===== src/rtl/vend_dispenser.sv =====
// rtl/vend_dispenser.sv - product/coin dispenser sequencer with pending-request counters
// Services queued product, 10-rupee and 5-rupee requests one at a time; overflow forces FAULT.
module vend_dispenser #(
    parameter int MOTOR_CYCLES = 8,
    parameter int PULSE_CYCLES = 2,
    parameter int GAP_CYCLES   = 2,
    parameter int DROP_TIMEOUT = 32
) (
    input  logic       clk,
    input  logic       rst,
    input  logic       out,
    input  logic       change5,
    input  logic       change10,
    input  logic       drop_sense,
    input  logic       fault_clr,
    output logic       motor_on,
    output logic       eject5,
    output logic       eject10,
    output logic       busy,
    output logic       fault,
    output logic [2:0] pend_prod,
    output logic [2:0] pend5,
    output logic [2:0] pend10
);

    typedef enum logic [2:0] {
        S_IDLE,
        S_MOTOR,
        S_WAIT_DROP,
        S_EJECT5,
        S_EJECT10,
        S_GAP,
        S_FAULT
    } state_t;

    localparam logic [7:0] MOTOR_LAST = 8'(MOTOR_CYCLES - 1);
    localparam logic [7:0] PULSE_LAST = 8'(PULSE_CYCLES - 1);
    localparam logic [7:0] GAP_LAST   = 8'(GAP_CYCLES - 1);
    localparam logic [7:0] DROP_LAST  = 8'(DROP_TIMEOUT - 1);

    state_t     state_q, state_d;
    logic [7:0] timer_q, timer_d;
    logic [2:0] pend_prod_q, pend_prod_d;
    logic [2:0] pend5_q, pend5_d;
    logic [2:0] pend10_q, pend10_d;
    logic       motor_on_q, motor_on_d;
    logic       eject5_q, eject5_d;
    logic       eject10_q, eject10_d;

    logic sel_prod, sel10, sel5;
    logic dec_prod, dec10, dec5;
    logic ovf;

    function automatic logic [2:0] cnt_next(input logic [2:0] c, input logic inc, input logic dec);
        if (inc && !dec && c != 3'd7) return c + 3'd1;
        if (dec && !inc)              return c - 3'd1;
        return c;
    endfunction

    // Selection depends only on counts, so the overflow test can exempt the
    // counter being serviced this cycle (its increment is absorbed by the decrement).
    always_comb begin
        sel_prod = (state_q == S_IDLE) && (pend_prod_q != 3'd0);
        sel10    = (state_q == S_IDLE) && (pend_prod_q == 3'd0) && (pend10_q != 3'd0);
        sel5     = (state_q == S_IDLE) && (pend_prod_q == 3'd0) && (pend10_q == 3'd0)
                   && (pend5_q != 3'd0);
        ovf      = (out      && pend_prod_q == 3'd7 && !sel_prod)
                 | (change10 && pend10_q    == 3'd7 && !sel10)
                 | (change5  && pend5_q     == 3'd7 && !sel5);
        dec_prod = sel_prod && !ovf;
        dec10    = sel10 && !ovf;
        dec5     = sel5 && !ovf;
        pend_prod_d = cnt_next(pend_prod_q, out, dec_prod);
        pend10_d    = cnt_next(pend10_q, change10, dec10);
        pend5_d     = cnt_next(pend5_q, change5, dec5);
    end

    always_ff @(posedge clk) begin
        if (!rst) begin
            state_q     <= S_IDLE;
            timer_q     <= 8'd0;
            pend_prod_q <= 3'd0;
            pend5_q     <= 3'd0;
            pend10_q    <= 3'd0;
            motor_on_q  <= 1'b0;
            eject5_q    <= 1'b0;
            eject10_q   <= 1'b0;
        end else begin
            state_q     <= state_d;
            timer_q     <= timer_d;
            pend_prod_q <= pend_prod_d;
            pend5_q     <= pend5_d;
            pend10_q    <= pend10_d;
            motor_on_q  <= motor_on_d;
            eject5_q    <= eject5_d;
            eject10_q   <= eject10_d;
        end
    end

    always_comb begin
        state_d = state_q;
        timer_d = timer_q;
        case (state_q)
            S_IDLE: begin
                timer_d = 8'd0;
                if (dec_prod)   state_d = S_MOTOR;
                else if (dec10) state_d = S_EJECT10;
                else if (dec5)  state_d = S_EJECT5;
            end
            S_MOTOR: begin
                if (timer_q == MOTOR_LAST) begin
                    state_d = S_WAIT_DROP;
                    timer_d = 8'd0;
                end else begin
                    timer_d = timer_q + 8'd1;
                end
            end
            S_WAIT_DROP: begin
                if (drop_sense) begin
                    state_d = S_GAP;
                    timer_d = 8'd0;
                end else if (timer_q == DROP_LAST) begin
                    state_d = S_FAULT;
                    timer_d = 8'd0;
                end else begin
                    timer_d = timer_q + 8'd1;
                end
            end
            S_EJECT5, S_EJECT10: begin
                if (timer_q == PULSE_LAST) begin
                    state_d = S_GAP;
                    timer_d = 8'd0;
                end else begin
                    timer_d = timer_q + 8'd1;
                end
            end
            S_GAP: begin
                if (timer_q == GAP_LAST) begin
                    state_d = S_IDLE;
                    timer_d = 8'd0;
                end else begin
                    timer_d = timer_q + 8'd1;
                end
            end
            S_FAULT: begin
                timer_d = 8'd0;
                if (fault_clr) state_d = S_IDLE;
            end
            default: begin
                state_d = S_IDLE;
                timer_d = 8'd0;
            end
        endcase
        if (ovf) begin
            state_d = S_FAULT;
            timer_d = 8'd0;
        end
    end

    // Drives are decoded from the next state so the flops track the state register exactly.
    always_comb begin
        motor_on_d = (state_d == S_MOTOR);
        eject5_d   = (state_d == S_EJECT5);
        eject10_d  = (state_d == S_EJECT10);
    end

    assign motor_on  = motor_on_q;
    assign eject5    = eject5_q;
    assign eject10   = eject10_q;
    assign fault     = (state_q == S_FAULT);
    assign busy      = (state_q != S_IDLE) || (pend_prod_q != 3'd0)
                     || (pend5_q != 3'd0) || (pend10_q != 3'd0);
    assign pend_prod = pend_prod_q;
    assign pend5     = pend5_q;
    assign pend10    = pend10_q;

endmodule


===== config.mk =====
export PLATFORM = sky130hd
export DESIGN_NAME = vend_dispenser
export DESIGN_NICKNAME = d
export VERILOG_FILES = /design/src/rtl/vend_dispenser.sv
export SDC_FILE = /design/constraint.sdc
export NUM_CORES = 1
export LEC_CHECK = 0
export BUFFER_PORTS_ARGS = -buffer_cell sky130_fd_sc_hd__buf_2
export CAP_MARGIN = 20
export CORE_ASPECT_RATIO = 0.6
export CORE_UTILIZATION = 61
export DETAILED_ROUTE_END_ITERATION = 12
export PLACE_DENSITY = 0.84
export RECOVER_POWER = 50
export SYNTH_ARGS = -nofsm -noshare
export SYNTH_HDL_FRONTEND = slang
export SYNTH_SLANG_ARGS = --single-unit

===== constraint.sdc =====
create_clock -name clk -period 5.6 [get_ports clk]
set_clock_uncertainty 0.1 [all_clocks]
set_input_delay 1.12 -clock clk [delete_from_list [all_inputs] [get_ports clk]]
set_output_delay 1.12 -clock clk [all_outputs]
set_load 0.01 [all_outputs]

# Word-level counts from Yosys, hierarchy flattened

Index checks and enable logic that the tools add are counted.

Output and inout port bits: 14
Bits in registers: 23

$add $sub $neg: 7
Equality and inequality tests: 18
Reduce and logical (&&, ||, !) cells: 49
Multiplexer cells: 37
Bitwise logic cells: 3

Operator list:

| kind                                                                | number |
|---|---|
| 3-bit 2-to-1 mux                                                    | 22 |
| 8-bit 2-to-1 mux                                                    | 4 |
| 8-bit one-hot mux with 3 select lines                               | 1 |
| 1-bit logical AND                                                   | 23 |
| 3-bit == test (second input constant)                               | 7 |
| 3-bit one-hot mux with 6 select lines                               | 1 |
| 3-bit nonzero test                                                  | 4 |
| 1-bit zero test                                                     | 10 |
| 3-bit by 1-bit adder with 3-bit output (second input constant)      | 3 |
| 3-bit by 2-bit == test with 1-bit output (second input constant)    | 3 |
| 3-bit zero test                                                     | 3 |
| 1-bit 2-to-1 mux                                                    | 9 |
| 3-bit != test (second input constant)                               | 3 |
| 3-bit by 1-bit subtractor with 3-bit output (second input constant) | 3 |
| 8-bit by 1-bit adder with 8-bit output (second input constant)      | 1 |
| 8-bit by 1-bit == test with 1-bit output (second input constant)    | 1 |
| 8-bit by 3-bit == test with 1-bit output (second input constant)    | 1 |
| 8-bit by 5-bit == test with 1-bit output (second input constant)    | 1 |
| 3-bit by 1-bit == test with 1-bit output (second input constant)    | 2 |
| 2-bit nonzero test                                                  | 3 |
| 2-bit OR reduction                                                  | 2 |
| 1-bit logical OR                                                    | 3 |
| 3-bit OR reduction                                                  | 1 |
| 1-bit OR                                                            | 2 |
| 1-bit inverter                                                      | 1 |

# Logic depth before layout (Yosys ltp)

Depth after elaboration: 16
Gate-level depth with buffers: 7

# Worst setup path after synthesis

No wires, ideal clock.

Kind: reg-to-output
Start: register pend10_q[0], in the netlist pend10[0]
End: output busy
Slack: 3167 ps
Path buffers: 0
Data required time: 4380 ps
Arrival time: 1213 ps
Stages on the path, launching flop included: 5
Cell sequence: dfxtp_1 inv_1 ha_1 nor4bb_1 nand3b_1

Word-level cells in the longest chain between the ends: 2

Ends and longest elaborated chain:

| element                | line | text |
|---|---|---|
| start, declared        | 45   | `logic [2:0] pend10_q, pend10_d;` |
| start signal, assigned | 93   | `pend10_q <= pend10_d;` |
| 3-bit nonzero test     | 172  | `\|\| (pend5_q != 3'd0) \|\| (pend10_q != 3'd0);` |
| 1-bit logical OR       | 172  |  |
| end, declared          | 19   | `output logic busy,` |

Every way passes these cells.

# Worst setup path in the final report

Start: register pend_prod_q[1], in the netlist pend_prod[1]
End: output busy

Word-level cells in the longest chain between the ends: 4

Ends and longest elaborated chain:

| element                        | line | text |
|---|---|---|
| start, declared                | 43   | `logic [2:0] pend_prod_q, pend_prod_d;` |
| start signal, assigned         | 91   | `pend_prod_q <= pend_prod_d;` |
| 3-bit nonzero test             | 171  | `assign busy = (state_q != S_IDLE) \|\| (pend_prod_q != 3'd0)` |
| 1-bit logical OR               | 171  |  |
| 1-bit logical OR (2 in series) | 172  |  |

Every way passes these cells.

==> metrics.txt <==
status=completed; clock network power share=12.0%; startpoint types=flop; Pwr Total=0.859 mW; worst slew margin relative to its limit=45.0%; Setup-failing EPs final=0; Sinks on Clock Net=23; TritonCTS Buffers=3; syn_area_per_cell=8.45 um2; cells on worst reg2reg path=7; initial antenna violation count=0; RePlAce Congestion=0.884; Cell Area, Synth=0.00156 mm2; NetSw=around 0.40 mW; die area=0.00277 mm2; diode count=0; GR Util All Layers=between 20 and 30%; Yosys cell types=46; area delta synth->final=8.09%; commonest cells in the synthesized netlist=dfxtp_1, nor2_1, ha_1, nand2_1, inv_1; DRC Markers=0; postcts setup bufs=0; Synth area leaders=dfxtp_1, ha_1, nor2_1; core footprint=0.00229 mm2; HP Class=flop to flop; Mapped Cells=185; initial core utilization=68.1%; GRT overflow=0; worst r2r dst=timer_q[7]; DRT antenna net count=0; Critical Path AT=1.76 ns; Syn. warnings=0; Max-Cap Viols=0; critical path data required time=4.38 ns; largest fanout on the critical path=4; Hold Crit Start=timer_q[0]; final wirelength=3470 um; CTS tree=built; Clock Tree Buf Depth=2; combinational power share=56.4%; port bufs=20; P per Cell Area=509 mW/mm2; die height=41.2 um; Synth top area share=29.5%; first-pass GRT wire length=5440 um; setup tns final=0 ns; setup repair after global routing missed its margin=false; Via density=just over 6; Final Cycle Share=between 50% and 60%; RR Startpoint=pend_prod[1]; Root Buffer=clkbuf_8; clock slew seen by the registers of the worst setup and hold paths=0.08 ns; synthesis-stage register bit count=23; main flop type after synthesis=dfxtp_1; Boundary Pins=21; Synth area leader=dfxtp_1; H-tree levels=1; # rows=13; Leak=0.708 nW; DR vias=1437; # nets final=between 200 and 250; FMAX=335 MHz; Clock Latency Late Sink=0.27 ns; Hold Path Sink=timer_q[0]; Min Clock Period, post-route=~3 ns; vias in the first global route=1148; Crit. End Element=output port; Pint=0.463 mW; Chip Width=67.3 um; sequential power share=between 30% and 40%; R2R setup slack=2.96 ns; Max Slew Vio Count=0; # fillers=roughly 180; TritonRoute pass-1 iters=5; Resized Gates After CTS=0; Net Sw Frac=46.1%; routed len/inst=14.8 um; syn_nets=206; Worst Hold Path Cells=1; Hold Buf Count CTS=0; register area share after synthesis=between 20 and 30%; maximum VDD drop=0.000246 V; Detail Placement HPWL=2710 um; final hold vios=0; ys async rst share=0%; First DRT Iteration DRCs=approximately 110; most frequent cell after synthesis=dfxtp_1; largest net degree at the start of global routing=15; Least-Margin Pin Slew=0.812 ns; share of layout cells above drive strength 1=9.76%; critical path class=flop to output port; Post-synth EDFFs=0
stage by stage:
stage / worst slack (ns) / area, um2 / hold slack, ns / util [%] / cells
global placement: 2.93 / 1680 / 0.348 / 73.2 / 231
detailed placement: 2.85 / 1680 / 0.368 / 73.2 / 231
finish: 2.62 / 1690 / 0.386 / 73.6 / 235
global route: 2.44 / 1690 / 0.443 / 73.6 / 235
floorplan: 3.17 / 1560 / 0.333 / - / 185
CTS: 2.64 / 1720 / 0.386 / 75.1 / 235
final cells by class:
cell class | instances | area [um2] | area share, %
multi-input combinational | 146 | 1020 | 60.2
sequential | 23 | 460 | 27.3
timing repair buffer | 20 | 83.8 | 4.96
clock buffer | 4 | 45.0 | 2.67
inverter | 12 | 45.0 | 2.67
tap | 30 | 37.5 | 2.22
metal layers:
metal	vias up	track usage, %	part of all wire (%)
met5	-	0	0
met4	0	6.38	0.69
met3	2	6.39	8.5
met2	62	42.5	43
met1	653	40.1	48
li1	720	-	-
logic make-up after synthesis:
kind of cell / after synthesis / share of synthesized area (%)
AND/OR/NAND/NOR: 81 / 28.7
adder cells (fa/ha/maj): 14 / 11.2
flip-flops: 23 / 29.5
buffers and inverters: 16 / 4.32
multiplexers: 4 / 2.72
AO/OA/AOI/OAI: 40 / 19.6
XOR/XNOR: 7 / 3.92
power by group through the flow:
stage / registers, mW / clock network [mW] / logic, mW
5_1_grt: 0.278 / 0.112 / 0.545
3_5_place_dp: 0.272 / 0 / 0.489
4_1_cts: 0.268 / 0.106 / 0.492
6_report: 0.272 / 0.103 / 0.484
3_3_place_gp: 0.268 / 0 / 0.473
2_1_floorplan: 0.260 / 0 / 0.381
worst max-delay path, stage by stage, from the launching register on:
cell and delay [ns]:
dfxtp_1 0.34, inv_1 0.11, ha_1 0.20, nor4bb_1 0.54
nand3b_1 0.13, buf_2 0.16
flip-flops by register name, indices dropped and copies added, names as in the netlist:
name	flops
pend10	3
pend5	3
pend_prod	3
timer_q	8
eject5	1
eject10	1
motor_on	1
state_q	3
placed cells by master, fill, tap and decap left out, types with 2 or more instances in the layout:
| cell | n |
|---|---|
| nor2_1 | 16 |
| o211a_1 | 3 |
| a32o_1 | 2 |
| inv_1 | 12 |
| o21ai_0 | 7 |
| nor2b_1 | 5 |
| a31oi_1 | 2 |
| mux2_2 | 2 |
| mux2i_1 | 2 |
| nand3_1 | 7 |
| o211ai_1 | 2 |
| buf_2 | 7 |
| or3_4 | 2 |
| a211oi_1 | 3 |
| a311oi_1 | 3 |
| and3_1 | 4 |
| nand2b_1 | 2 |
| a21boi_0 | 2 |
| clkbuf_8 | 3 |
| o21a_1 | 3 |
| dfxtp_1 | 23 |
| xnor2_1 | 3 |
| ha_1 | 14 |
| nor3_1 | 7 |
| a22oi_1 | 2 |
| or2_2 | 3 |
| xor2_1 | 4 |
| a21oi_1 | 6 |
| clkbuf_1 | 14 |
| nor4_1 | 6 |
| or3_1 | 5 |
| nand2_1 | 14 |
| nand4_1 | 2 |
worst max-delay path by stage:
| stage | startpoint | end | slack (ns) | cells past startpoint |
|---|---|---|---|---|
| final | pend_prod[1] | busy | 2.62 | 5 |
| after global routing | pend10[1] | busy | 2.44 | 5 |
| after CTS | pend_prod[1] | busy | 2.64 | 5 |
| after detailed placement | change5 | pend_prod[0] | 2.85 | 6 |
| after global placement | change5 | pend_prod[0] | 2.93 | 6 |
| after floorplan | pend10[0] | busy | 3.17 | 4 |
No activity file was read; power rests on OpenSTA's default activity.
